<file path="src/rtl/tsu_queue_drain_arb.sv">
// tsu_queue_drain_arb
// Drains the RX and TX tsu_queue timestamp FIFOs into a single ready/valid timestamp
// stream for the CPU-side register interface. Lives entirely in the q_rd_clk domain.
// Round-robin between the two queues, one FIFO read per transaction, with the read
// latency and the status settle time waited out before the next grant.
//
// Parameters
//   RD_LAT    cycles from q_rd_en high to valid q_rd_data (1..7)
//   STAT_LAT  settle cycles after a transfer before q_rd_stat is trusted (0..15)
//   CNT_W     width of the per-channel drain counters
// Ports
//   q_rd_clk, q_rst            clock, synchronous active-high reset
//   rx_en, tx_en               per-channel drain enables
//   {rx,tx}_q_rd_stat          queue fill level, nonzero = nonempty
//   {rx,tx}_q_rd_en            queue read strobes (never both high)
//   {rx,tx}_q_rd_data          queue read data
//   ts_valid/ts_ready          output handshake
//   ts_data, ts_src            captured entry and its source (0 = RX, 1 = TX)
//   rx_cnt, tx_cnt             wrapping counts of captured entries
//   busy                       high whenever the FSM is not in IDLE
module tsu_queue_drain_arb #(
    parameter int unsigned RD_LAT   = 1,
    parameter int unsigned STAT_LAT = 2,
    parameter int unsigned CNT_W    = 16
) (
    input  logic             q_rd_clk,
    input  logic             q_rst,
    input  logic             rx_en,
    input  logic             tx_en,
    input  logic [7:0]       rx_q_rd_stat,
    output logic             rx_q_rd_en,
    input  logic [47:0]      rx_q_rd_data,
    input  logic [7:0]       tx_q_rd_stat,
    output logic             tx_q_rd_en,
    input  logic [47:0]      tx_q_rd_data,
    output logic             ts_valid,
    input  logic             ts_ready,
    output logic [47:0]      ts_data,
    output logic             ts_src,
    output logic [CNT_W-1:0] rx_cnt,
    output logic [CNT_W-1:0] tx_cnt,
    output logic             busy
);

    typedef enum logic [2:0] {
        S_IDLE,
        S_ISSUE,
        S_WAIT,
        S_HOLD,
        S_SETTLE
    } state_t;

    localparam logic [3:0] RD_LAT_M1   = 4'(RD_LAT - 1);
    localparam logic [3:0] STAT_LAT_M1 = 4'(STAT_LAT - 1);

    state_t           state_q;
    logic             prefer_tx_q;   // 1: TX wins the next tie
    logic             sel_tx_q;      // channel of the transaction in flight
    logic [3:0]       lat_q;
    logic             rx_rd_en_q;
    logic             tx_rd_en_q;
    logic             ts_valid_q;
    logic [47:0]      ts_data_q;
    logic             ts_src_q;
    logic [CNT_W-1:0] rx_cnt_q;
    logic [CNT_W-1:0] tx_cnt_q;
    logic             busy_q;

    logic rx_elig_d;
    logic tx_elig_d;
    logic grant_d;
    logic grant_tx_d;

    always_comb begin
        rx_elig_d  = rx_en & (|rx_q_rd_stat);
        tx_elig_d  = tx_en & (|tx_q_rd_stat);
        grant_d    = rx_elig_d | tx_elig_d;
        grant_tx_d = tx_elig_d & (~rx_elig_d | prefer_tx_q);
    end

    always_ff @(posedge q_rd_clk) begin
        if (q_rst) begin
            state_q     <= S_IDLE;
            prefer_tx_q <= 1'b0;
            sel_tx_q    <= 1'b0;
            lat_q       <= '0;
            rx_rd_en_q  <= 1'b0;
            tx_rd_en_q  <= 1'b0;
            ts_valid_q  <= 1'b0;
            ts_data_q   <= '0;
            ts_src_q    <= 1'b0;
            rx_cnt_q    <= '0;
            tx_cnt_q    <= '0;
            busy_q      <= 1'b0;
        end else begin
            case (state_q)
                S_IDLE: begin
                    if (grant_d) begin
                        sel_tx_q    <= grant_tx_d;
                        prefer_tx_q <= ~grant_tx_d;
                        rx_rd_en_q  <= ~grant_tx_d;
                        tx_rd_en_q  <= grant_tx_d;
                        busy_q      <= 1'b1;
                        state_q     <= S_ISSUE;
                    end
                end
                S_ISSUE: begin
                    rx_rd_en_q <= 1'b0;
                    tx_rd_en_q <= 1'b0;
                    lat_q      <= RD_LAT_M1;
                    state_q    <= S_WAIT;
                end
                S_WAIT: begin
                    // Last WAIT cycle is cycle c+RD_LAT, where read data is valid.
                    if (lat_q == '0) begin
                        ts_valid_q <= 1'b1;
                        ts_src_q   <= sel_tx_q;
                        if (sel_tx_q) begin
                            ts_data_q <= tx_q_rd_data;
                            tx_cnt_q  <= tx_cnt_q + CNT_W'(1);
                        end else begin
                            ts_data_q <= rx_q_rd_data;
                            rx_cnt_q  <= rx_cnt_q + CNT_W'(1);
                        end
                        state_q <= S_HOLD;
                    end else begin
                        lat_q <= lat_q - 4'd1;
                    end
                end
                S_HOLD: begin
                    if (ts_ready) begin
                        ts_valid_q <= 1'b0;
                        if (STAT_LAT == 0) begin
                            busy_q  <= 1'b0;
                            state_q <= S_IDLE;
                        end else begin
                            lat_q   <= STAT_LAT_M1;
                            state_q <= S_SETTLE;
                        end
                    end
                end
                S_SETTLE: begin
                    if (lat_q == '0) begin
                        busy_q  <= 1'b0;
                        state_q <= S_IDLE;
                    end else begin
                        lat_q <= lat_q - 4'd1;
                    end
                end
                default: begin
                    rx_rd_en_q <= 1'b0;
                    tx_rd_en_q <= 1'b0;
                    ts_valid_q <= 1'b0;
                    busy_q     <= 1'b0;
                    state_q    <= S_IDLE;
                end
            endcase
        end
    end

    assign rx_q_rd_en = rx_rd_en_q;
    assign tx_q_rd_en = tx_rd_en_q;
    assign ts_valid   = ts_valid_q;
    assign ts_data    = ts_data_q;
    assign ts_src     = ts_src_q;
    assign rx_cnt     = rx_cnt_q;
    assign tx_cnt     = tx_cnt_q;
    assign busy       = busy_q;

endmodule
</file>
<file path="config.mk">
export PLATFORM = sky130hd
export DESIGN_NAME = tsu_queue_drain_arb
export DESIGN_NICKNAME = d
export VERILOG_FILES = /design/src/rtl/tsu_queue_drain_arb.sv
export SDC_FILE = /design/constraint.sdc
export NUM_CORES = 1
export LEC_CHECK = 0
export BUFFER_PORTS_ARGS = -buffer_cell sky130_fd_sc_hd__buf_2
export CAP_MARGIN = 20
export CORE_UTILIZATION = 50
export DETAILED_ROUTE_END_ITERATION = 10
export GPL_TIMING_DRIVEN = 0
export PLACE_DENSITY = 0.85
export SYNTH_ARGS = -nofsm -noshare
export SYNTH_HDL_FRONTEND = slang
export SYNTH_SLANG_ARGS = --single-unit
</file>
<file path="constraint.sdc">
create_clock -name q_rd_clk -period 5 [get_ports q_rd_clk]
set_input_delay 1.5 -clock q_rd_clk [delete_from_list [all_inputs] [get_ports q_rd_clk]]
set_output_delay 1.5 -clock q_rd_clk [all_outputs]
set_load 0.005 [all_outputs]
</file>
==> metrics.csv, run 1 <==
stage;metric;value;unit
floorplanning;die area;0.00915;mm²
synth;asr flop ratio synth;0;%
power;leak pwr;2.32;nW
sta;final worst slack;2100;ps
worst_setup_path;Worst EP arrival;3120;ps
placement;GPL Wtd Cong;0.858;
power;sw power;0.486;mW
synth;Syn Area/Cell;8.93;µm²
worst_setup_path;Critical Path Sink Type;flip-flop;
detailed_routing;drt via density;5.73;
placement;IO buf count;200;
global_route;initial antenna violation count;1;
clocking;CTS clock-pin slew for the worst setup and hold paths;90;ps
clocking;clock sink total;94;
worst_setup_path;Setup CP Type;input pin to flip-flop;
power;clock group share of total power;28.1;%
worst_setup_path;CP max stage delay;560;ps
detailed_routing;WL/cell;15.9;µm
worst_hold_path;worst min-delay path class;flip-flop to flip-flop;
floorplanning;Die W;95.6;µm
global_route;pin count of the biggest net entering global routing;16;
floorplanning;core footprint;0.00834;mm²
global_route;first-pass GRT wire length;20000;µm
synth;Yosys warnings;0;
global_route;GRT overflow;0;
synth;flops & latches, synth;94;
worst_setup_path;Max FO, Critical Path;6;
detailed_routing;Routed WL;12900;µm
layout;fin cells;813;
worst_setup_path;Worst R2R Path Depth;8;
clocking;clk_lat worst skew;360;ps
synth;Mapped Cells;491;
run_status;status;completed;
sta;f_max;0.345;GHz
sta;clock period minus final worst setup slack;2900;ps
layout;commonest non-fill, non-tap cells in the layout;buf_2 (203), dfxtp_1 (94), nor2_1 (61);
worst_setup_path;WP buf/inv;1;
clocking;Hold Buf Count CTS;0;
clocking;cts bufs inserted;9;
floorplanning;Initial Util;52.6;%
power;Cell Pwr Density;287;mW/mm²
placement;worst slack, placed;1790;ps
synth;register area share after synthesis;42.9;%
sta;Slew headroom;36.5;%
clocking;postcts setup bufs;0;
global_route;number of global-route vias before repair;4341;
synth;Post-Syn Nets;611;
detailed_routing;vias;4659;
sta;endpoints failing setup;0;
placement;placed cell count;796;
sta;Tcrit/Tclk final;58.0;%
synth;area of the mapped netlist;0.00438;mm²
global_route;Total Routing Usage GR;28.2;%
sta;worst slew pin tran;950;ps
flow_run;max cap viols;0;
sta;Final Skew;9.82;ps
worst_setup_path;Worst path slowest cell;o21ai_0;
sta;max-slew violation count;0;
power;maximum vdd ir drop;0.146;mV
floorplanning;DIE HEIGHT;95.6;µm
power;sequential power share;51.0;%
worst_setup_path;CP Data Required Time;5220;ps
power;switching power share of the total;29.7;%
synth;post-synthesis cell type count;40;
worst_setup_path;crit start category;input pin;
power;Int Pwr;1.15;mW
clocking;Max H-tree Level;3;
synth;Primary FF master, synth;dfxtp_1;
clocking;post_cts resized;0;
worst_setup_path;Crit path max-delay family;compound AO/OA/AOI/OAI gates;
detailed_routing;Starting DRT DRC Count;184;
sta;setup tns final;0;ps
layout;Area growth, synth to finish;29.9;%
layout;commonest non-fill, non-tap cell in the layout;buf_2;
floorplanning;FP Rows;33;
clocking;clock buffer depth;2;
worst_setup_path;CP cell instances;buf_2 > or4_1 > o21ai_0 > o311ai_0 > mux2i_1;
detailed_routing;Routed Antenna Nets;0;
layout;ratio of cells with drive above 1 in the final layout;31.7;%
placement;HPWL after detailed placement;9930;µm
floorplanning;# IOs;202;
layout;Final #Nets;822;
detailed_routing;First-pass DRT Iterations;4;
synth;number of synthesized flops with an enable pin;0;
clocking;CTS Root Buffer Type;clkbuf_8;
sta;final hold violations;0;
detailed_routing;DRC errors left;0;
worst_hold_path;WHS Path Cells;2;
power;Comb power frac;20.9;%
worst_setup_path;CP Depth;5;
clocking;CTS tree;done;
sta;RSZ-0062 raised after global routing;false;
## final timing paths
kind                         start                  endpoint  slack [ps]
max                tx_q_rd_stat[5]   rx_q_rd_en$_SDFFE_PP0P_        2100
min              busy$_SDFFE_PP0P_         busy$_SDFFE_PP0P_         480
max reg2reg  lat_q[0]$_SDFFE_PP0P_  ts_data[46]$_SDFFE_PP0P_        2220
min reg2reg      busy$_SDFFE_PP0P_         busy$_SDFFE_PP0P_         480
## cells in the mapped netlist (2+ instances only)
| cell type | count | area (µm²) |
|---|---|---|
| or3b_1 | 2 | 17.5 |
| nor4_1 | 7 | 43.8 |
| nand2_1 | 8 | 30.0 |
| buf_1 | 3 | 11.3 |
| and2_1 | 2 | 12.5 |
| dfxtp_1 | 94 | 1880 |
| nor3b_1 | 2 | 15.0 |
| xnor2_1 | 5 | 43.8 |
| xor2_1 | 3 | 26.3 |
| or4b_2 | 2 | 20.0 |
| nand4b_1 | 2 | 17.5 |
| nand2b_1 | 4 | 25.0 |
| a211oi_1 | 50 | 375 |
| and4_1 | 5 | 43.8 |
| ha_1 | 3 | 37.5 |
| o31ai_1 | 18 | 135 |
| a31oi_1 | 3 | 18.8 |
| nand4_1 | 10 | 62.6 |
| nor3_1 | 5 | 25.0 |
| o21ai_0 | 17 | 85.1 |
| a21oi_1 | 32 | 160 |
| clkbuf_1 | 29 | 109 |
| nor2_1 | 61 | 229 |
| buf_2 | 3 | 15.0 |
| mux2i_1 | 51 | 510 |
| nand3_1 | 18 | 90.1 |
| or4_1 | 19 | 143 |
| or3_1 | 9 | 56.3 |
| inv_1 | 13 | 48.8 |
## worst register-to-register path: stages (launching register included)
cell and delay [ps]:
dfxtp_1 350, inv_1 70, ha_1 210, or3b_1 350
buf_2 180, nor2_1 500, clkbuf_1 430, buf_1 410
a211oi_1 160
## state kept, by name (all words and copies together), names as in the netlist
| register | cells |
|---|---|
| prefer_tx_q | 1 |
| tx_q_rd_en | 1 |
| ts_valid | 1 |
| ts_src | 1 |
| busy | 1 |
| sel_tx_q | 1 |
| state_q | 3 |
| ts_data | 48 |
| rx_cnt | 16 |
| tx_cnt | 16 |
| lat_q | 4 |
| rx_q_rd_en | 1 |
## power by group through the flow
| stage | combinational, mW | clock, mW | sequential [mW] |
|---|---|---|---|
| floorplan | 0.188 | 0 | 0.852 |
| global placement | 0.329 | 0 | 0.847 |
| detailed placement | 0.342 | 0 | 0.849 |
| CTS | 0.342 | 0.463 | 0.833 |
| global route | 0.382 | 0.499 | 0.840 |
| finish | 0.343 | 0.459 | 0.834 |
## layer usage
layer  routed length [µm]  GRT usage, %
met1                 5300          32.8
met2                 6490          49.5
met3                  825          5.98
met4                  329          12.8
met5                    0             0
## final cells by class
class	count	area, µm²
Sequential cell	94	1880
Buffer	36	146
Clock buffer	11	141
Tap cell	105	131
Timing Repair Buffer	200	1000
Multi-Input combinational cell	348	2310
Clock inverter	5	35.0
Antenna cell	1	2.50
Inverter	13	48.8
Fill cell	689	2650
## logic make-up (layout without fill, tap and decap cells)
family	after synthesis	in the layout	share of synthesized area (%)
other	0	1	0
flip-flops	94	94	42.9
adder cells (fa/ha/maj)	3	3	0.856
buffers and inverters	49	265	4.45
AO/OA/AOI/OAI	125	125	18.6
AND/OR/NAND/NOR	160	160	19.7
XOR/XNOR	8	8	1.60
multiplexers	52	52	11.9
## stage by stage
stage / util (%) / hold slack [ps] / instance area (µm²) / power, mW
finish: 68.3 / 479 / 5700 / 1.64
global route: 68.3 / 514 / 5700 / 1.72
CTS: 68.3 / 488 / 5690 / 1.64
detailed placement: 66.1 / 475 / 5520 / 1.19
global placement: 66.1 / 462 / 5520 / 1.18
floorplan: - / 458 / 4380 / 1.04
Power figures use the tool's default switching activity.
==> run 2: changes to the inputs <==
CORE_UTILIZATION = 42   (was 50)
PLACE_DENSITY = 0.76   (was 0.85)
clock period = 2.5 ns   (was 5 ns; I/O delays follow)
==> run 2 against run 1 <==
  * Via count increased by 1.5%
  * Worst setup slack got worse by 2000 ps
  * Combinational power increased by 100%
  * Largest cell class unchanged
  * Highest routed layer unchanged
==> metrics.csv, run 2 (synthesized netlist as in run 1, its figures left out) <==
stage;metric;value;unit
run_status;status;completed;
sta;final worst slack;106;ps
layout;Area growth, synth to finish;31.5;%
global_route;GRT overflow;0;
worst_setup_path;Setup CP Type;flip-flop to flip-flop;
worst_setup_path;Max FO, Critical Path;10;
detailed_routing;Starting DRT DRC Count;261;
worst_setup_path;Critical Path Sink Type;flip-flop;
worst_setup_path;Critical Path Start;lat_q[0]$_SDFFE_PP0P_;
worst_hold_path;Min-Delay Startpoint;tx_cnt[15]$_SDFFE_PP0P_;
floorplanning;FP Rows;36;
detailed_routing;DRC errors left;0;
clocking;CTS tree;done;
detailed_routing;WL/cell;15.9;µm
sta;endpoints failing setup;0;
global_route;initial antenna violation count;1;
placement;HPWL after detailed placement;10300;µm
floorplanning;die area;0.0109;mm²
clocking;cts bufs inserted;9;
flow_run;max cap viols;0;
clocking;postcts setup bufs;0;
sta;setup tns final;0;ps
clocking;CTS Root Buffer Type;clkbuf_8;
detailed_routing;Routed WL;13400;µm
sta;max-slew violation count;0;
floorplanning;Initial Util;44.0;%
sta;worst slew pin tran;782;ps
power;Cell Pwr Density;575;mW/mm²
layout;ratio of cells with drive above 1 in the final layout;33.0;%
sta;clock period minus final worst setup slack;2390;ps
sta;Worst Hold Margin;495;ps
detailed_routing;First-pass DRT Iterations;6;
global_route;first-pass GRT wire length;21400;µm
placement;IO buf count;200;
floorplanning;Die W;104;µm
global_route;Total Routing Usage GR;24.2;%
clocking;Max H-tree Level;3;
worst_hold_path;WHS Path Cells;2;
clocking;clock sink total;94;
clocking;clk_lat worst skew;360;ps
sta;RSZ-0062 raised after global routing;false;
placement;GPL Wtd Cong;0.876;
clocking;clock buffer depth;2;
power;maximum vdd ir drop;0.378;mV
worst_setup_path;Worst EP arrival;2690;ps
sta;f_max;0.418;GHz
worst_setup_path;Worst R2R Path Depth;8;
sta;Final Skew;17.2;ps
layout;commonest non-fill, non-tap cells in the layout;buf_2 (203), dfxtp_1 (93), nor2_1 (60);
worst_setup_path;CP Data Required Time;2790;ps
worst_hold_path;worst min-delay path class;flip-flop to flip-flop;
global_route;pin count of the biggest net entering global routing;17;
detailed_routing;Routed Antenna Nets;0;
power;leak pwr;2.35;nW
sta;Tcrit/Tclk final;95.8;%
global_route;number of global-route vias before repair;4461;
detailed_routing;vias;4730;
worst_setup_path;RR Startpoint;lat_q[0]$_SDFFE_PP0P_;
layout;Final #Nets;822;
clocking;CTS clock-pin slew for the worst setup and hold paths;100;ps
sta;final hold violations;0;
floorplanning;core footprint;0.00995;mm²
detailed_routing;drt via density;5.62;
floorplanning;# IOs;202;
floorplanning;DIE HEIGHT;104;µm
placement;worst slack, placed;-325;ps
worst_setup_path;crit start category;flip-flop;
layout;commonest non-fill, non-tap cell in the layout;buf_2;
sta;Slew headroom;47.9;%
layout;max FFs per register;48;
## run 2: cell types whose count changed in the layout (fill, tap and decap cells not counted), sizes merged
| cell | before | now |
|---|---|---|
| buf | 207 | 206 |
| inv | 13 | 15 |
| clkinvlp | 4 | 1 |
| clkinv | 1 | 3 |
## run 2: path summary, 6_finish.rpt
check | to | slack (ps)
worst min register to register | tx_cnt[15]$_SDFFE_PP0P_ | 490
worst max-delay path | tx_cnt[13]$_SDFFE_PP0P_ | 110
worst min-delay path | tx_cnt[15]$_SDFFE_PP0P_ | 490
worst max register to register | tx_cnt[13]$_SDFFE_PP0P_ | 110
## run 2: area by class of cell
class / instances / area [µm²]
inverters: 13 / 48.8
plain buffers: 36 / 154
flip-flops and latches: 94 / 1880
clock inverters: 6 / 43.8
repair buffers: 200 / 1000
well taps: 133 / 166
fillers: 943 / 4190
diodes: 1 / 2.50
multi-input cells: 348 / 2330
clock buffers: 10 / 138
## run 2: repair_timing
| item | 4_1_cts | 5_1_grt |
|---|---|---|
| pin swaps | 0 | 1 |
| setup endpoints to repair | 39 | 20 |
| resized for setup | 4 | 8 |
| hold buffers | 0 | 0 |
## run 2: per-stage QoR
stage / power, mW / util [%] / instance area (µm²) / instances
after global placement: 2.36 / 55.8 / 5550 / 824
final: 3.32 / 57.9 / 5760 / 841
after CTS: 3.33 / 57.7 / 5740 / 840
after floorplan: 2.08 / - / 4380 / 491
after global routing: 3.50 / 57.9 / 5760 / 841
after detailed placement: 2.39 / 55.8 / 5550 / 824
## run 2: metal layers
metal	share of wire (%)	global-route usage, %	vias to the layer above	wire (µm)
met3	7.4	5.76	31	993
met4	2.7	10.4	0	361
met1	41	28.7	2215	5480
li1	-	-	2261	-
met5	0	0	-	0
met2	49	41.7	223	6550
## run 2: critical path, cell delays in order, from the launching register on
cell,delay [ps]
dfxtp_2,350
inv_1,90
ha_4,150
or3b_1,330
buf_4,170
or4_4,550
buf_6,160
or4_1,390
a21oi_1,150
## run 2: power by group
group	switching, mW	internal [mW]
clock network	0.558	0.395
registers	0.0624	1.61
logic	0.384	0.310
